File: src/rtl/adc_cal_pkg.sv
// rtl/adc_cal_pkg.sv - State encoding and default step lengths for the ADC/DTU calibration sequencer.
package adc_cal_pkg;

  typedef enum logic [3:0] {
    IDLE      = 4'd0,
    ADC_RST   = 4'd1,
    SETTLE    = 4'd2,
    CAL_PULSE = 4'd3,
    WAIT_RISE = 4'd4,
    WAIT_FALL = 4'd5,
    DTU_RST   = 4'd6,
    FLUSH     = 4'd7,
    DONE      = 4'd8
  } cal_state_e;

  localparam int DEF_RST_LEN    = 16;
  localparam int DEF_SETTLE_LEN = 8;
  localparam int DEF_CAL_LEN    = 4;
  localparam int DEF_RISE_MAX   = 64;
  localparam int DEF_CAL_TMO    = 4096;
  localparam int DEF_FLUSH_LEN  = 8;
  localparam int DEF_CNT_BITS   = 16;

endpackage

File: src/rtl/sync2ff.sv
// rtl/sync2ff.sv - Two-stage synchronizer bringing the ADC busy flags into the DTU clock domain.
module sync2ff #(
  parameter int W = 2
) (
  input  logic         clock,
  input  logic         rst,
  input  logic [W-1:0] d,
  output logic [W-1:0] q
);

  logic [W-1:0] s1_q;
  logic [W-1:0] s2_q;

  always_ff @(posedge clock or posedge rst) begin
    if (rst) begin
      s1_q <= '0;
      s2_q <= '0;
    end else begin
      s1_q <= d;
      s2_q <= s1_q;
    end
  end

  assign q = s2_q;

endmodule

File: src/rtl/adc_cal_sequencer.sv
// rtl/adc_cal_sequencer.sv - ADC reset/cal/busy-handshake and DTU reset/flush sequencer.
// ADC_CAL_RETRY_EN enables one retry of the timed-out channels before cal_err is raised.
module adc_cal_sequencer
  import adc_cal_pkg::*;
#(
  parameter int RST_LEN    = DEF_RST_LEN,
  parameter int SETTLE_LEN = DEF_SETTLE_LEN,
  parameter int CAL_LEN    = DEF_CAL_LEN,
  parameter int RISE_MAX   = DEF_RISE_MAX,
  parameter int CAL_TMO    = DEF_CAL_TMO,
  parameter int FLUSH_LEN  = DEF_FLUSH_LEN,
  parameter int CNT_BITS   = DEF_CNT_BITS
) (
  input  logic       clock,
  input  logic       rst,
  input  logic       start,
  input  logic [1:0] chan_en,
  input  logic [1:0] AdcCalBusy_in,
  output logic [1:0] AdcRst_b,
  output logic [1:0] AdcCalIn,
  output logic       DtuRst_b,
  output logic       DtuFlush,
  output logic       busy,
  output logic       done,
  output logic [1:0] cal_err,
  output logic [3:0] state_dbg
);

  localparam logic [CNT_BITS-1:0] RST_LAST    = CNT_BITS'(RST_LEN - 1);
  localparam logic [CNT_BITS-1:0] SETTLE_LAST = CNT_BITS'(SETTLE_LEN - 1);
  localparam logic [CNT_BITS-1:0] CAL_LAST    = CNT_BITS'(CAL_LEN - 1);
  localparam logic [CNT_BITS-1:0] RISE_LAST   = CNT_BITS'(RISE_MAX - 1);
  localparam logic [CNT_BITS-1:0] TMO_LAST    = CNT_BITS'(CAL_TMO - 1);
  localparam logic [CNT_BITS-1:0] FLUSH_LAST  = CNT_BITS'(FLUSH_LEN - 1);

  cal_state_e          state_q, state_d;
  logic [CNT_BITS-1:0] cnt_q, cnt_d;
  logic [1:0]          mask_q, mask_d;
  logic [1:0]          risen_q, risen_d;
  logic [1:0]          err_q, err_d;
  logic [1:0]          adc_rst_b_q, adc_rst_b_d;
  logic [1:0]          adc_cal_q, adc_cal_d;
  logic                dtu_rst_b_q, dtu_rst_b_d;
  logic                flush_q, flush_d;
  logic                busy_q, busy_d;
  logic                done_q, done_d;
`ifdef ADC_CAL_RETRY_EN
  logic                retry_q, retry_d;
`endif

  logic [1:0] bsy_s;
  logic [1:0] bsy_m;
  logic       fail_hit;
  logic [1:0] fail_vec;

  sync2ff #(.W(2)) u_busy_sync (
    .clock (clock),
    .rst   (rst),
    .d     (AdcCalBusy_in),
    .q     (bsy_s)
  );

  assign bsy_m = bsy_s & mask_q;

  always_comb begin
    state_d  = state_q;
    cnt_d    = cnt_q + CNT_BITS'(1);
    mask_d   = mask_q;
    risen_d  = risen_q;
    err_d    = err_q;
    fail_hit = 1'b0;
    fail_vec = 2'b00;
`ifdef ADC_CAL_RETRY_EN
    retry_d  = retry_q;
`endif

    case (state_q)
      IDLE: begin
        if (start) begin
          mask_d  = chan_en;
          err_d   = 2'b00;
          risen_d = 2'b00;
`ifdef ADC_CAL_RETRY_EN
          retry_d = 1'b0;
`endif
          state_d = (chan_en == 2'b00) ? DTU_RST : ADC_RST;
        end
      end
      ADC_RST:   if (cnt_q == RST_LAST)    state_d = SETTLE;
      SETTLE:    if (cnt_q == SETTLE_LAST) state_d = CAL_PULSE;
      CAL_PULSE: begin
        // A channel already busy around the pulse counts as having risen.
        risen_d = risen_q | bsy_m;
        if (cnt_q == CAL_LAST) state_d = WAIT_RISE;
      end
      WAIT_RISE: begin
        risen_d = risen_q | bsy_m;
        if ((risen_d & mask_q) == mask_q) begin
          state_d = WAIT_FALL;
        end else if (cnt_q == RISE_LAST) begin
          fail_hit = 1'b1;
          fail_vec = mask_q & ~risen_d;
        end
      end
      WAIT_FALL: begin
        if (bsy_m == 2'b00) begin
          state_d = DTU_RST;
        end else if (cnt_q == TMO_LAST) begin
          fail_hit = 1'b1;
          fail_vec = bsy_m;
        end
      end
      DTU_RST: if (cnt_q == FLUSH_LAST) state_d = FLUSH;
      FLUSH:   if (cnt_q == FLUSH_LAST) state_d = DONE;
      DONE:    state_d = IDLE;
      default: state_d = IDLE;
    endcase

    if (fail_hit) begin
`ifdef ADC_CAL_RETRY_EN
      if (!retry_q) begin
        // Rerun the ADC part only for the channels that timed out.
        retry_d = 1'b1;
        mask_d  = fail_vec;
        risen_d = 2'b00;
        state_d = ADC_RST;
      end else begin
        err_d   = err_q | fail_vec;
        state_d = DTU_RST;
      end
`else
      err_d   = err_q | fail_vec;
      state_d = DTU_RST;
`endif
    end

    if (state_d != state_q || state_q == IDLE) cnt_d = '0;

    adc_rst_b_d = (state_q == ADC_RST) ? ~mask_q : 2'b11;
    adc_cal_d   = (state_q == CAL_PULSE) ? mask_q : 2'b00;
    dtu_rst_b_d = (state_q != DTU_RST);
    flush_d     = (state_q == FLUSH);
    done_d      = (state_q == DONE);
    busy_d      = (state_d != IDLE);
  end

  always_ff @(posedge clock or posedge rst) begin
    if (rst) begin
      state_q     <= IDLE;
      cnt_q       <= '0;
      mask_q      <= 2'b00;
      risen_q     <= 2'b00;
      err_q       <= 2'b00;
      adc_rst_b_q <= 2'b11;
      adc_cal_q   <= 2'b00;
      dtu_rst_b_q <= 1'b1;
      flush_q     <= 1'b0;
      busy_q      <= 1'b0;
      done_q      <= 1'b0;
`ifdef ADC_CAL_RETRY_EN
      retry_q     <= 1'b0;
`endif
    end else begin
      state_q     <= state_d;
      cnt_q       <= cnt_d;
      mask_q      <= mask_d;
      risen_q     <= risen_d;
      err_q       <= err_d;
      adc_rst_b_q <= adc_rst_b_d;
      adc_cal_q   <= adc_cal_d;
      dtu_rst_b_q <= dtu_rst_b_d;
      flush_q     <= flush_d;
      busy_q      <= busy_d;
      done_q      <= done_d;
`ifdef ADC_CAL_RETRY_EN
      retry_q     <= retry_d;
`endif
    end
  end

  assign AdcRst_b  = adc_rst_b_q;
  assign AdcCalIn  = adc_cal_q;
  assign DtuRst_b  = dtu_rst_b_q;
  assign DtuFlush  = flush_q;
  assign busy      = busy_q;
  assign done      = done_q;
  assign cal_err   = err_q;
  assign state_dbg = state_q;

endmodule

File: config.mk
export PLATFORM = sky130hd
export DESIGN_NAME = adc_cal_sequencer
export DESIGN_NICKNAME = d
export VERILOG_FILES = /design/src/rtl/adc_cal_pkg.sv /design/src/rtl/sync2ff.sv /design/src/rtl/adc_cal_sequencer.sv
export SDC_FILE = /design/constraint.sdc
export NUM_CORES = 1
export LEC_CHECK = 0
export BUFFER_PORTS_ARGS = -buffer_cell sky130_fd_sc_hd__buf_2
export CAP_MARGIN = 30
export CORE_UTILIZATION = 51
export CTS_BUF_LIST = sky130_fd_sc_hd__clkbuf_4 sky130_fd_sc_hd__clkbuf_8 sky130_fd_sc_hd__clkbuf_16
export CTS_CLUSTER_SIZE = 14
export DETAILED_ROUTE_END_ITERATION = 10
export GPL_TIMING_DRIVEN = 0
export PLACE_DENSITY = 0.75
export SYNTH_ARGS = -nofsm -noshare
export SYNTH_HDL_FRONTEND = slang
export SYNTH_SLANG_ARGS = --single-unit
File: constraint.sdc
create_clock -name clock -period 2.7 [get_ports clock]
set_input_delay 0.405 -clock clock [delete_from_list [all_inputs] [get_ports clock]]
set_output_delay 0.405 -clock clock [all_outputs]
set_load 0.01 [all_outputs]
==> Implementation_results.wiki <==
{| class="wikitable"
! Metric !! Value
|-
| Standard-cell row count || 23
|-
| Total half-perimeter wirelength after legalization and detailed placement || 3070 um
|-
| Area inside the core boundary || about 4000 sq um
|-
| CP arrival || 2660 ps
|-
| Fillcell total || 326
|-
| Post-CTS setup-driven buffer insertion count || 0
|-
| Total via count after detailed routing || 1592
|-
| Ys async rst share || 1.00
|-
| Total setup violations reported at the end of the flow || 0
|-
| Syn nets || 212
|-
| Highest clock frequency the design can meet || around 0.41 GHz
|-
| Post-synthesis share of cell area spent on full adders, half adders and majority gates || 0.00586
|-
| Mapped cell area || 2130 sq um
|-
| Worst min path class || primary input to flip-flop
|-
| Final Max Slew Viols || 0
|-
| DIE HEIGHT || around 67 um
|-
| Wire length of the first global-routing pass || 7520 um
|-
| Simple-gate share of the synthesized area || 0.337
|-
| Ranking of synthesized cells by area || sky130_fd_sc_hd__dfrtp_1 (41%), sky130_fd_sc_hd__nor4_2 (4.1%), sky130_fd_sc_hd__nor2_1 (4.0%)
|-
| Count of H-tree levels built during CTS || 2
|-
| Sequential share of power || 0.326
|-
| Width of the chip || 66.7 um
|-
| Worst setup path category || flip-flop to flip-flop
|-
| Peak supply drop || between 0.6 and 0.7 mV
|-
| Final Hold Vio Count || 0
|-
| Synthesized area divided by synthesized cell count || 10.5 sq um
|-
| CTS tree || done
|-
| Sequential cell area fraction in the yosys report || 0.447
|-
| Post-Route Hold Slack || 206 ps
|-
| Wire length after detailed routing || 4280 um
|-
| Total clock buffers created by CTS || 5
|-
| Most common cell in the synthesized netlist || sky130_fd_sc_hd__dfrtp_1
|-
| Buffer cell driving the clock tree root || sky130_fd_sc_hd__clkbuf_8
|-
| Boundary Pins || 21
|-
| Gate power share || 0.425
|-
| Total Routing Usage GR || 0.233
|-
| Net Sw Frac || 0.384
|-
| Antenna violations before repair || 0
|-
| Via count of the first global-routing pass || 1566
|-
| Sum of internal, switching and leakage power || between 2000 and 2500 uW
|-
| Fin crit share || 0.914
|-
| Endpoint required time on the critical path || 2890 ps
|-
| Post-detailed-route count of antenna-violating nets || 0
|-
| Final nets || 239
|-
| Quantity of I/O buffers inserted on ports || 20
|-
| Kind of launch point of the worst setup path || flip-flop
|-
| Vias per Instance || 5.65
|-
| Insertion delay to the later sink of the worst-skew pair || 300 ps
|-
| Worst-case clock buffer depth || 2
|-
| Clock skew || ~7.5 ps
|-
| Clock network fraction of total power || 0.250
|-
| Mux share of post-synthesis cell area || 0.0106
|-
| Number of remaining DRC errors || 0
|-
| DRT Pass-1 Iters || 4
|-
| Inserted Diodes || 0
|-
| Post-Synthesis Cells || 204
|-
| Total number of clock tree sinks || 38
|-
| Number of flops mapped to enable cells by yosys || 0
|-
| Final critical delay including setup and external delays || 2470 ps
|-
| Pin count of the biggest net entering global routing || 39
|-
| Fin cells || 282
|-
| Fraction of layout cells with a size suffix above 1 || 0.315
|-
| Result of the run || completed
|-
| Netlist cell types || 47
|-
| Warning count from the yosys run || 0
|-
| Transition time of the tightest slew-check pin || 781 ps
|-
| Top cell types by occurrence after synthesis || sky130_fd_sc_hd__dfrtp_1 (35), sky130_fd_sc_hd__nor2_1 (23), sky130_fd_sc_hd__nand2_1 (17)
|-
| Max-capacitance violation count || 0
|-
| Post-placement cell count || 274
|-
| Final routed wire length divided by cell count || 15.2 um
|-
| Combinational family with the most area after synthesis || simple AND/OR/NAND/NOR gates
|-
| Largest area contributor in the netlist || sky130_fd_sc_hd__dfrtp_1
|-
| Total congestion overflow after global routing || 0
|-
| RePlAce Congestion || 0.887
|-
| Unrepaired setup endpoints after global routing || false
|-
| Reg clk slew, reported paths || roughly 80 ps
|-
| Xor/xnor cell area share of the yosys netlist || 0.0615
|-
| Area of the die || 4450 sq um
|-
| Worst-case headroom to the max-slew limit || 0.479
|-
| Hold buffer count at cts || 0
|-
| Area share of the leading cell type in the synthesized netlist || 0.410
|-
| Lkg Pwr || roughly 0.00098 uW
|-
| Internal Dissipation || ~1400 uW
|-
| Switch Pwr || 890 uW
|-
| Setup TNS || 0 ps
|-
| Crit Path Max Fanout || 10
|-
| Share of the synthesized area in compound gates (AO/OA/AOI/OAI) || 0.0862
|-
| Synth-to-Final Area Change || 14.3%
|-
| Worst setup EP type || flip-flop
|-
| Power per Cell Area || between 900 and 1000 nW/um^2
|-
| CTS resizes || 0
|-
| Initial core utilization || 0.534
|-
| Main synth FF type || sky130_fd_sc_hd__dfrtp_1
|-
| End-of-flow core utilization || 0.610
|-
| Drt initial violations || 84
|-
| Synthesis-stage register bit count || 38
|}
cell usage in the layout (no fill, tap or decap), types with 2 or more instances in the layout:
master                       n
sky130_fd_sc_hd__dfstp_2     3
sky130_fd_sc_hd__o221ai_1    2
sky130_fd_sc_hd__nor4b_2     3
sky130_fd_sc_hd__xor2_1      6
sky130_fd_sc_hd__nand2_1    17
sky130_fd_sc_hd__xnor2_1     9
sky130_fd_sc_hd__o21ai_0     2
sky130_fd_sc_hd__nor3_1      6
sky130_fd_sc_hd__dfrtp_1    35
sky130_fd_sc_hd__inv_1       5
sky130_fd_sc_hd__nor4_1      8
sky130_fd_sc_hd__nor3_2      3
sky130_fd_sc_hd__buf_2      27
sky130_fd_sc_hd__nor4_4      3
sky130_fd_sc_hd__nor4_2      7
sky130_fd_sc_hd__nor2_1     23
sky130_fd_sc_hd__nand3_1     8
sky130_fd_sc_hd__or2_2       3
sky130_fd_sc_hd__a21oi_1     7
sky130_fd_sc_hd__buf_6       2
sky130_fd_sc_hd__o21a_1      3
sky130_fd_sc_hd__clkbuf_8    5
sky130_fd_sc_hd__nand2b_1    4
sky130_fd_sc_hd__and3_1      2
sky130_fd_sc_hd__mux2_2      2
sky130_fd_sc_hd__nor3b_1     3
sky130_fd_sc_hd__bufinv_16   2
sky130_fd_sc_hd__o22ai_4     2
sky130_fd_sc_hd__nand4_1     6
sky130_fd_sc_hd__and4_1      2
critical path, cell delays in order (launching register included):
cell,delay [ps]
sky130_fd_sc_hd__dfrtp_1,450
sky130_fd_sc_hd__nor4_4,510
sky130_fd_sc_hd__nand4_1,210
sky130_fd_sc_hd__o21a_1,280
sky130_fd_sc_hd__nor4_4,300
sky130_fd_sc_hd__a21oi_2,180
sky130_fd_sc_hd__buf_6,190
sky130_fd_sc_hd__nor4_2,250
layer usage:
layer,vias to the layer above,track usage,routed length (um)
li1,798,-,-
met1,763,0.324,2090
met2,26,0.347,1970
met3,5,0.0565,146
met4,0,0.0904,70
met5,-,0,0
power by group through the flow:
| stage | clock, uW | combinational [uW] | sequential (uW) |
|---|---|---|---|
| after floorplan | 0 | 744 | 776 |
| after global placement | 0 | 970 | 760 |
| after detailed placement | 0 | 977 | 765 |
| after CTS | 591 | 983 | 755 |
| after global routing | 614 | 1080 | 774 |
| final | 579 | 984 | 755 |
registers in the layout, indices dropped and copies added, names as in the netlist, 2 cells and up:
| register | flops |
|---|---|
| state_dbg | 4 |
| cnt_q | 16 |
| risen_q | 2 |
| mask_q | 2 |
| AdcRst_b | 2 |
| AdcCalIn | 2 |
| u_busy_sync.q | 2 |
| u_busy_sync.s1_q | 2 |
| cal_err | 2 |
worst paths after layout:
| check | startpoint | endpoint | slack [ps] | depth (start not counted) |
|---|---|---|---|---|
| setup / recovery | cnt_q[12]$_DFF_PP0_ | cnt_q[12]$_DFF_PP0_ | 230 | 7 |
| hold / removal | AdcCalBusy_in[1] | u_busy_sync.s1_q[1]$_DFF_PP0_ | 210 | 1 |
| setup reg to reg | cnt_q[12]$_DFF_PP0_ | cnt_q[12]$_DFF_PP0_ | 230 | 7 |
| hold reg to reg | u_busy_sync.s1_q[0]$_DFF_PP0_ | u_busy_sync.q[0]$_DFF_PP0_ | 350 | 0 |
| max in group asynchronous | rst | cnt_q[9]$_DFF_PP0_ | 1960 | 2 |
| min in group asynchronous | rst | u_busy_sync.s1_q[0]$_DFF_PP0_ | 250 | 2 |
logic make-up (layout without fill, tap and decap cells):
kind of cell	after synthesis	in the layout
flops	38	38
mux	2	2
fa+ha+maj	1	1
compound gates	23	23
simple gates	107	107
buf+inv	18	46
xor+xnor	15	15
cell type report:
type / instances / area, sq um / share of cell area
plain buffers: 11 / 81.3 / 0.0333
clock buffers: 5 / 68.8 / 0.0282
clock inverters: 3 / 68.8 / 0.0282
inverters: 7 / 28.8 / 0.0118
multi-input cells: 148 / 1070 / 0.441
flip-flops and latches: 38 / 955 / 0.391
well taps: 50 / 62.6 / 0.0256
repair buffers: 20 / 100 / 0.0410
metrics by stage:
| step | setup WS (ps) | instance area [sq um] |
|---|---|---|
| after floorplan | 559 | 2130 |
| after global placement | 209 | 2300 |
| after detailed placement | 163 | 2300 |
| after CTS | 147 | 2430 |
| after global routing | 83.4 | 2440 |
| final | 232 | 2440 |
(Power assumes the default switching activity.)
